### src/rtl/cfu_l2_arb2_pkg.sv
// Shared CFU-L2 types, widths and parameter-check helpers for the two-initiator arbiter.
package cfu_l2_arb2_pkg;

  // Function identifier carried on every CFU-L2 request.
  typedef logic [9:0] cfid_t;

  localparam int CFU_STATUS_W = 3;

  typedef enum logic [CFU_STATUS_W-1:0] {
    CFU_OK         = 3'd0,
    CFU_ERR_CFU    = 3'd1,
    CFU_ERR_STATE  = 3'd2,
    CFU_ERR_FUNC   = 3'd3,
    CFU_ERR_OP     = 3'd4,
    CFU_ERR_CUSTOM = 3'd7
  } cfu_status_t;

  // Width of an id field that selects one of n items; never narrower than one bit.
  function automatic int id_w(input int n);
    return (n > 1) ? $clog2(n) : 1;
  endfunction

  function automatic bit is_pow2(input int n);
    return (n > 0) && ((n & (n - 1)) == 0);
  endfunction

endpackage

### src/rtl/cfu_tag_fifo.sv
// In-order tag FIFO: remembers which initiator owns each request still in flight.
module cfu_tag_fifo #(
  parameter  int WIDTH = 1,
  parameter  int DEPTH = 4,
  localparam int AW    = $clog2(DEPTH)
) (
  input  logic             clk,
  input  logic             rst,
  input  logic             clk_en,
  input  logic             push,
  input  logic [WIDTH-1:0] din,
  input  logic             pop,
  output logic [WIDTH-1:0] dout,
  output logic             full,
  output logic             empty
);

  logic [WIDTH-1:0] mem [DEPTH];
  logic [AW-1:0]    rd, wr;
  logic [AW:0]      count;
  logic             do_push, do_pop;

  // Overflow/underflow are ignored rather than corrupting the pointers.
  assign do_push = push && !full;
  assign do_pop  = pop && !empty;
  assign full    = (count == (AW+1)'(DEPTH));
  assign empty   = (count == '0);
  assign dout    = mem[rd];

  // Tag storage; contents need no reset because count gates every read.
  always_ff @(posedge clk) begin
    if (clk_en && !rst && do_push) mem[wr] <= din;
  end

  // Pointers wrap naturally since DEPTH is a power of two.
  always_ff @(posedge clk) begin
    if (clk_en) begin
      if (rst) begin
        rd    <= '0;
        wr    <= '0;
        count <= '0;
      end else begin
        if (do_push) wr <= wr + 1'b1;
        if (do_pop)  rd <= rd + 1'b1;
        case ({do_push, do_pop})
          2'b10:   count <= count + 1'b1;
          2'b01:   count <= count - 1'b1;
          default: count <= count;
        endcase
      end
    end
  end

endmodule

### src/rtl/cfu_l2_arb2.sv
// Two-initiator round-robin CFU-L2 arbiter in front of one pipelined, stateful CFU.
// Requests pass straight through; a tag FIFO steers responses back in issue order.
module cfu_l2_arb2
  import cfu_l2_arb2_pkg::*;
#(
  parameter  int N_CFUS     = 1,
  parameter  int N_STATES   = 1,
  parameter  int FUNC_ID_W  = $bits(cfid_t),
  parameter  int INSN_W     = 0,
  parameter  int DATA_W     = 32,
  parameter  int MAX_OUT    = 4,
  localparam int CFU_ID_W   = id_w(N_CFUS),
  localparam int STATE_ID_W = id_w(N_STATES),
  // With INSN_W=0 the insn ports shrink to a single bit that integrators tie off.
  localparam int INSN_PW    = (INSN_W > 0) ? INSN_W : 1
) (
  input  logic                    clk,
  input  logic                    rst,
  input  logic                    clk_en,
  // initiator 0
  input  logic                    i0_req_valid,
  output logic                    i0_req_ready,
  input  logic [CFU_ID_W-1:0]     i0_req_cfu,
  input  logic [STATE_ID_W-1:0]   i0_req_state,
  input  logic [FUNC_ID_W-1:0]    i0_req_func,
  input  logic [INSN_PW-1:0]      i0_req_insn,
  input  logic [DATA_W-1:0]       i0_req_data0,
  input  logic [DATA_W-1:0]       i0_req_data1,
  output logic                    i0_resp_valid,
  input  logic                    i0_resp_ready,
  output logic [CFU_STATUS_W-1:0] i0_resp_status,
  output logic [DATA_W-1:0]       i0_resp_data,
  // initiator 1
  input  logic                    i1_req_valid,
  output logic                    i1_req_ready,
  input  logic [CFU_ID_W-1:0]     i1_req_cfu,
  input  logic [STATE_ID_W-1:0]   i1_req_state,
  input  logic [FUNC_ID_W-1:0]    i1_req_func,
  input  logic [INSN_PW-1:0]      i1_req_insn,
  input  logic [DATA_W-1:0]       i1_req_data0,
  input  logic [DATA_W-1:0]       i1_req_data1,
  output logic                    i1_resp_valid,
  input  logic                    i1_resp_ready,
  output logic [CFU_STATUS_W-1:0] i1_resp_status,
  output logic [DATA_W-1:0]       i1_resp_data,
  // target
  output logic                    t_req_valid,
  input  logic                    t_req_ready,
  output logic [CFU_ID_W-1:0]     t_req_cfu,
  output logic [STATE_ID_W-1:0]   t_req_state,
  output logic [FUNC_ID_W-1:0]    t_req_func,
  output logic [INSN_PW-1:0]      t_req_insn,
  output logic [DATA_W-1:0]       t_req_data0,
  output logic [DATA_W-1:0]       t_req_data1,
  input  logic                    t_resp_valid,
  output logic                    t_resp_ready,
  input  logic [CFU_STATUS_W-1:0] t_resp_status,
  input  logic [DATA_W-1:0]       t_resp_data
);

  // Parameter sanity, caught at elaboration.
  if (!is_pow2(MAX_OUT) || MAX_OUT < 2) begin : g_bad_max_out
    $error("cfu_l2_arb2: MAX_OUT must be a power of 2 and >= 2");
  end
  if (N_CFUS < 1 || N_STATES < 1 || FUNC_ID_W < 1 || DATA_W < 1 || INSN_W < 0) begin : g_bad_params
    $error("cfu_l2_arb2: illegal CFU-L2 port parameters");
  end

  typedef struct packed {
    logic [CFU_ID_W-1:0]   cfu;
    logic [STATE_ID_W-1:0] state;
    logic [FUNC_ID_W-1:0]  func;
    logic [INSN_PW-1:0]    insn;
    logic [DATA_W-1:0]     data0;
    logic [DATA_W-1:0]     data1;
  } req_t;

  req_t r0, r1, rw;
  logic prio, lock, lock_id, win, win_vld;
  logic full, empty, head, accept, pop;

  assign r0 = '{cfu: i0_req_cfu, state: i0_req_state, func: i0_req_func,
                insn: i0_req_insn, data0: i0_req_data0, data1: i0_req_data1};
  assign r1 = '{cfu: i1_req_cfu, state: i1_req_state, func: i1_req_func,
                insn: i1_req_insn, data0: i1_req_data0, data1: i1_req_data1};

  // Winner: a stalled grant stays put; otherwise lone requester, else round-robin priority.
  always_comb begin
    win = prio;
    if (lock)                               win = lock_id;
    else if (i0_req_valid && !i1_req_valid) win = 1'b0;
    else if (i1_req_valid && !i0_req_valid) win = 1'b1;
  end

  assign rw      = win ? r1 : r0;
  assign win_vld = win ? i1_req_valid : i0_req_valid;

  // Issue is gated on the registered FIFO level only, so there is no ready-through-pop path.
  assign t_req_valid  = !rst && win_vld && !full;
  assign i0_req_ready = !rst && !win && t_req_ready && !full;
  assign i1_req_ready = !rst &&  win && t_req_ready && !full;
  assign t_req_cfu    = rw.cfu;
  assign t_req_state  = rw.state;
  assign t_req_func   = rw.func;
  assign t_req_insn   = rw.insn;
  assign t_req_data0  = rw.data0;
  assign t_req_data1  = rw.data1;
  assign accept       = t_req_valid && t_req_ready && clk_en;

  // Grant state: flip priority on accept, latch the winner while the target back-pressures.
  always_ff @(posedge clk) begin
    if (clk_en) begin
      if (rst) begin
        prio    <= 1'b0;
        lock    <= 1'b0;
        lock_id <= 1'b0;
      end else if (accept) begin
        prio <= ~win;
        lock <= 1'b0;
      end else if (t_req_valid) begin
        lock    <= 1'b1;
        lock_id <= win;
      end
    end
  end

  cfu_tag_fifo #(.WIDTH(1), .DEPTH(MAX_OUT)) u_fifo (
    .clk    (clk),
    .rst    (rst),
    .clk_en (clk_en),
    .push   (accept),
    .din    (win),
    .pop    (pop),
    .dout   (head),
    .full   (full),
    .empty  (empty)
  );

  // Responses go to the FIFO head owner; payload is broadcast and qualified by valid.
  assign t_resp_ready   = !rst && !empty && (head ? i1_resp_ready : i0_resp_ready);
  assign i0_resp_valid  = !rst && !empty && !head && t_resp_valid;
  assign i1_resp_valid  = !rst && !empty &&  head && t_resp_valid;
  assign i0_resp_status = t_resp_status;
  assign i1_resp_status = t_resp_status;
  assign i0_resp_data   = t_resp_data;
  assign i1_resp_data   = t_resp_data;
  assign pop            = t_resp_valid && t_resp_ready && clk_en;

  // A response with nothing outstanding means the target broke protocol.
  a_resp_while_empty: assert property (@(posedge clk) disable iff (rst)
    !(clk_en && t_resp_valid && empty));

endmodule

### config.mk
export PLATFORM = sky130hd
export DESIGN_NAME = cfu_l2_arb2
export DESIGN_NICKNAME = d
export VERILOG_FILES = /design/src/rtl/cfu_l2_arb2_pkg.sv /design/src/rtl/cfu_tag_fifo.sv /design/src/rtl/cfu_l2_arb2.sv
export SDC_FILE = /design/constraint.sdc
export NUM_CORES = 1
export LEC_CHECK = 0
export CORE_AREA = 2 2 136 138
export CTS_BUF_LIST = sky130_fd_sc_hd__clkbuf_16
export CTS_CLUSTER_DIAMETER = 60
export DETAILED_ROUTE_END_ITERATION = 8
export DIE_AREA = 0 0 138 140
export GPL_ROUTABILITY_DRIVEN = 0
export PLACE_DENSITY = 0.66
export SYNTH_ARGS = -nofsm -noshare
export SYNTH_HDL_FRONTEND = slang
export SYNTH_HIERARCHICAL = 1
export SYNTH_SLANG_ARGS = --single-unit
### constraint.sdc
create_clock -name clk -period 6.1 [get_ports clk]
set_input_delay 1.22 -clock clk [delete_from_list [all_inputs] [get_ports clk]]
set_output_delay 1.22 -clock clk [all_outputs]
set_load 0.02 [all_outputs]
==> report_table.html <==
<table>
<tr><th>Metric</th><th>Value</th></tr>
<tr><th colspan="2">Run status</th></tr>
<tr><td>Result of the run</td><td>finished, violations left</td></tr>
<tr><td>Violations in the final reports</td><td>DRC</td></tr>
<tr><th colspan="2">Timing</th></tr>
<tr><td>Maximum operating frequency</td><td>206.6 MHz</td></tr>
<tr><td>Slew at the pin closest to its max-slew limit</td><td>1117 ps</td></tr>
<tr><td>Tightest slew margin relative to the limit</td><td>0.2552</td></tr>
<tr><td>Final-report setup violation count</td><td>0</td></tr>
<tr><td>Number of max-slew violations in the final report</td><td>0</td></tr>
<tr><td>Setup tns final</td><td>0 ps</td></tr>
<tr><td>Crit path time final</td><td>4839 ps</td></tr>
<tr><td>Setup repair after global routing missed its margin</td><td>false</td></tr>
<tr><td>Worst clock skew</td><td>2.531 ps</td></tr>
<tr><td>Count of endpoints failing hold in the final timing report</td><td>0</td></tr>
<tr><td>Final Cycle Share</td><td>0.7934</td></tr>
<tr><th colspan="2">Synth</th></tr>
<tr><td>Synthesized netlist cell count</td><td>645</td></tr>
<tr><td>Netlist area before placement</td><td>4689 um^2</td></tr>
<tr><td>Post-synthesis register bit count</td><td>16</td></tr>
<tr><td>Share of flip-flops with an asynchronous set or reset</td><td>0</td></tr>
<tr><td>Net count of the mapped netlist</td><td>848</td></tr>
<tr><td>Main combinational cell family by area after synthesis</td><td>compound AO/OA/AOI/OAI gates</td></tr>
<tr><td>Fraction of synthesized area in multiplexers</td><td>0.01147</td></tr>
<tr><td>Distinct cells, synth</td><td>44</td></tr>
<tr><td>Mean instance size in the synthesized netlist</td><td>7.271 um^2</td></tr>
<tr><td>Count of flip-flops with a built-in enable after synthesis</td><td>14</td></tr>
<tr><td>Most common flop cell mapped by yosys</td><td>edfxtp_1</td></tr>
<tr><td>Synth Area in Compound Gates</td><td>0.3364</td></tr>
<tr><td>Share of synthesized cell area in full adder, half adder and majority cells</td><td>0.01494</td></tr>
<tr><td>Share of synthesized area occupied by flip-flops and latches</td><td>0.09819</td></tr>
<tr><td>Xor/xnor share of the synthesized area</td><td>0.001868</td></tr>
<tr><td>Yosys warns</td><td>6</td></tr>
<tr><td>Post-synthesis simple-gate area fraction</td><td>0.3279</td></tr>
<tr><th colspan="2">Job</th></tr>
<tr><td>Count of max-cap constraint violations</td><td>0</td></tr>
<tr><th colspan="2">Route</th></tr>
<tr><td>Number of nets with antenna violations after routing</td><td>0</td></tr>
<tr><td>Post-detailed-route via-to-cell ratio</td><td>6.087</td></tr>
<tr><td>First-pass iteration count of the detailed router</td><td>9</td></tr>
<tr><td>Total DRC errors in the routed layout</td><td>9</td></tr>
<tr><td>Average wire per standard cell</td><td>19.93 um</td></tr>
<tr><td>Via count of the routed design</td><td>5,984</td></tr>
<tr><td>Sum of routed wire length over all layers</td><td>19.59 mm</td></tr>
<tr><td>Iter 0 DRT Violations</td><td>729</td></tr>
<tr><th colspan="2">Global routing</th></tr>
<tr><td>Overall track demand over capacity in global routing</td><td>0.1875</td></tr>
<tr><td>Via count of the first global-routing pass</td><td>5,696</td></tr>
<tr><td>Antenna violations before repair</td><td>0</td></tr>
<tr><td>First-pass GRT wire length</td><td>30.81 mm</td></tr>
<tr><td>Overall overflow remaining after global route</td><td>0</td></tr>
<tr><td>Maximum number of pins on one net before global-route repair</td><td>56</td></tr>
<tr><th colspan="2">Setup path</th></tr>
<tr><td>Worst Path Max Fanout</td><td>27</td></tr>
<tr><td>Origin of the critical flop-to-flop path</td><td>lock</td></tr>
<tr><td>Ordered list of cells on the worst path</td><td>clkdlybuf4s50_1, nor2b_4, buf_4, a222oi_1, nand3_1, clkdlybuf4s50_1</td></tr>
<tr><td>CP Data Required Time</td><td>4880 ps</td></tr>
<tr><td>Sort of element at the end of the critical path</td><td>primary output</td></tr>
<tr><td>Reg2reg path depth</td><td>10</td></tr>
<tr><td>Standard cell with the maximum stage delay on the critical path</td><td>clkdlybuf4s50_1</td></tr>
<tr><td>Most prevalent standard cell on the critical path</td><td>clkdlybuf4s50_1</td></tr>
<tr><td>Flop-to-flop setup slack</td><td>2440 ps</td></tr>
<tr><td>Peak per-stage delay on the critical path</td><td>640 ps</td></tr>
<tr><td>Worst path arrival time</td><td>3620 ps</td></tr>
<tr><td>Kind of critical path</td><td>primary input to primary output</td></tr>
<tr><td>Crit start category</td><td>primary input</td></tr>
<tr><td>Crit. Startpoint</td><td>i0_req_valid</td></tr>
<tr><th colspan="2">CTS</th></tr>
<tr><td>Setup bufs post-CTS</td><td>0</td></tr>
<tr><td>Number of instances resized during post-cts repair</td><td>0</td></tr>
<tr><td>Root Buffer Master</td><td>clkbuf_16</td></tr>
<tr><td>Maximum buffer depth of the clock tree</td><td>2</td></tr>
<tr><td>Htree depth</td><td>1</td></tr>
<tr><td>Hold buffer count at cts</td><td>0</td></tr>
<tr><td>Worst skew pair latency</td><td>250 ps</td></tr>
<tr><td>Clock transition at the register clock pins on the worst setup and hold paths after CTS</td><td>50 ps</td></tr>
<tr><td>CTS buffer count</td><td>3</td></tr>
<tr><td>Total clock sinks</td><td>16</td></tr>
<tr><td>Clock tree from TritonCTS</td><td>yes</td></tr>
<tr><th colspan="2">Power</th></tr>
<tr><td>Reported leakage power</td><td>0.002253 uW</td></tr>
<tr><td>Total chip power</td><td>1001 uW</td></tr>
<tr><td>Power per cell area</td><td>148.2 nW/um^2</td></tr>
<tr><td>Worst IR drop on VDD</td><td>0.0001248 V</td></tr>
<tr><th colspan="2">Floorplanning</th></tr>
<tr><td>Die outline width</td><td>138 um</td></tr>
<tr><td>Die area</td><td>19,320 um^2</td></tr>
<tr><td>Die Y-Extent</td><td>140 um</td></tr>
<tr><td>Initial core utilization</td><td>0.2638</td></tr>
<tr><td>IO Count</td><td>351</td></tr>
<tr><td>Core region area</td><td>17,780 um^2</td></tr>
<tr><td>Number of placement rows</td><td>49</td></tr>
<tr><th colspan="2">Worst hold path</th></tr>
<tr><td>Number of cells traversed by the worst hold path</td><td>2</td></tr>
<tr><td>Worst min-delay path startpoint</td><td>u_fifo/rd[1]</td></tr>
<tr><td>Tightest Hold Check Type</td><td>register to register</td></tr>
<tr><th colspan="2">Layout</th></tr>
<tr><td>Proportion of layout cells with a drive suffix above 1</td><td>0.05172</td></tr>
<tr><td>Growth of design area from synthesis to finish</td><td>44.00%</td></tr>
<tr><td>Area taken by flip-flops and latches</td><td>460.4 um^2</td></tr>
<tr><td># nets final</td><td>958</td></tr>
<tr><td>Final standard cell area without fillers</td><td>6753 um^2</td></tr>
<tr><td>Number of inserted filler cells in the final layout</td><td>1,868</td></tr>
<tr><td>Multi-input combinational cell area</td><td>3269 um^2</td></tr>
<tr><td>Number of inserted diodes</td><td>0</td></tr>
<tr><th colspan="2">Place</th></tr>
<tr><td>Total half-perimeter wirelength after legalization and detailed placement</td><td>12.98 mm</td></tr>
<tr><td>Dpl cell area</td><td>6674 um^2</td></tr>
<tr><td>IO buf count</td><td>245</td></tr>
</table>
[layer usage]
| layer | wire, um | track usage |
|---|---|---|
| met2 | 9390 | 0.3153 |
| met5 | 0 | 0 |
| met3 | 1499 | 0.02974 |
| met1 | 8061 | 0.2422 |
| met4 | 636 | 0.07143 |
[power breakdown]
| part | leakage, uW | switching (uW) | internal (uW) | total (uW) |
|---|---|---|---|---|
| clock | 0.0000385 | 42.3 | 87.1 | 129 |
| sequential | 0.000150 | 5.41 | 127 | 132 |
| combinational | 0.00206 | 385 | 354 | 739 |
| total | 0.00225 | 433 | 568 | 1000 |
[cell type report]
cell class              instances  share of cell area
well taps                     229             0.04243
repair buffers                264              0.3891
clock buffers                   3             0.01112
inverters                       8            0.004447
clock inverters                 1           0.0005559
multi-input cells             462              0.4842
flip-flops and latches         16             0.06819
[final timing paths]
check / end
worst max register to register: u_fifo/count[2]
worst min-delay path: register
worst min register to register: register
worst max-delay path: t_req_data1[30]
[cell usage in the layout (no fill, tap or decap), types with 4 or more instances in the layout]
| cell | n |
|---|---|
| a222oi_1 | 77 |
| edfxtp_1 | 14 |
| o2111ai_1 | 77 |
| nand2_1 | 8 |
| nor2_1 | 12 |
| nor2b_1 | 79 |
| and2_1 | 4 |
| ha_1 | 4 |
| inv_1 | 6 |
| buf_4 | 16 |
| nand3_1 | 154 |
| clkdlybuf4s50_1 | 244 |
[cells by family (layout without fill, tap and decap cells)]
group | Yosys count | count (layout)
adder cells (fa/ha/maj) | 5 | 5
multiplexers | 4 | 4
XOR/XNOR | 1 | 1
AO/OA/AOI/OAI | 173 | 173
buffers and inverters | 167 | 276
AND/OR/NAND/NOR | 279 | 279
flip-flops | 16 | 16
[synth_stat cells, types with 3 or more instances]
library cell | n | share of area
nand3_1 | 154 | 0.16
nor2b_1 | 81 | 0.11
a222oi_1 | 77 | 0.16
o2111ai_1 | 77 | 0.14
buf_4 | 72 | 0.12
clkbuf_1 | 59 | 0.047
edfxtp_1 | 14 | 0.090
buf_2 | 13 | 0.014
nor2_1 | 12 | 0.0096
buf_6 | 9 | 0.022
nand2_1 | 8 | 0.0064
buf_1 | 6 | 0.0048
inv_1 | 6 | 0.0048
and2_1 | 5 | 0.0067
ha_1 | 4 | 0.011
a21oi_1 | 3 | 0.0032
nand2b_1 | 3 | 0.0040
nand3b_1 | 3 | 0.0048
nor3_1 | 3 | 0.0032
o21a_1 | 3 | 0.0048
o21ai_0 | 3 | 0.0032
[critical path: cells and delay by family]
kind | cells | cell delay, ps
AO/OA/AOI/OAI | 1 | 120
AND/OR/NAND/NOR | 2 | 600
buffers and inverters | 3 | 1670
[metrics by stage]
step             util  instances  worst slack [ps]  hold WS, ps
2_1_floorplan       -        645              2609        510.2
3_3_place_gp   0.3754        979              1307        556.5
3_5_place_dp   0.3754        979              1281        555.0
4_1_cts        0.3798        983              1267        572.7
5_1_grt        0.3798        983              1135        619.0
6_report       0.3798        983              1261        567.5
(Power assumes the default switching activity.)
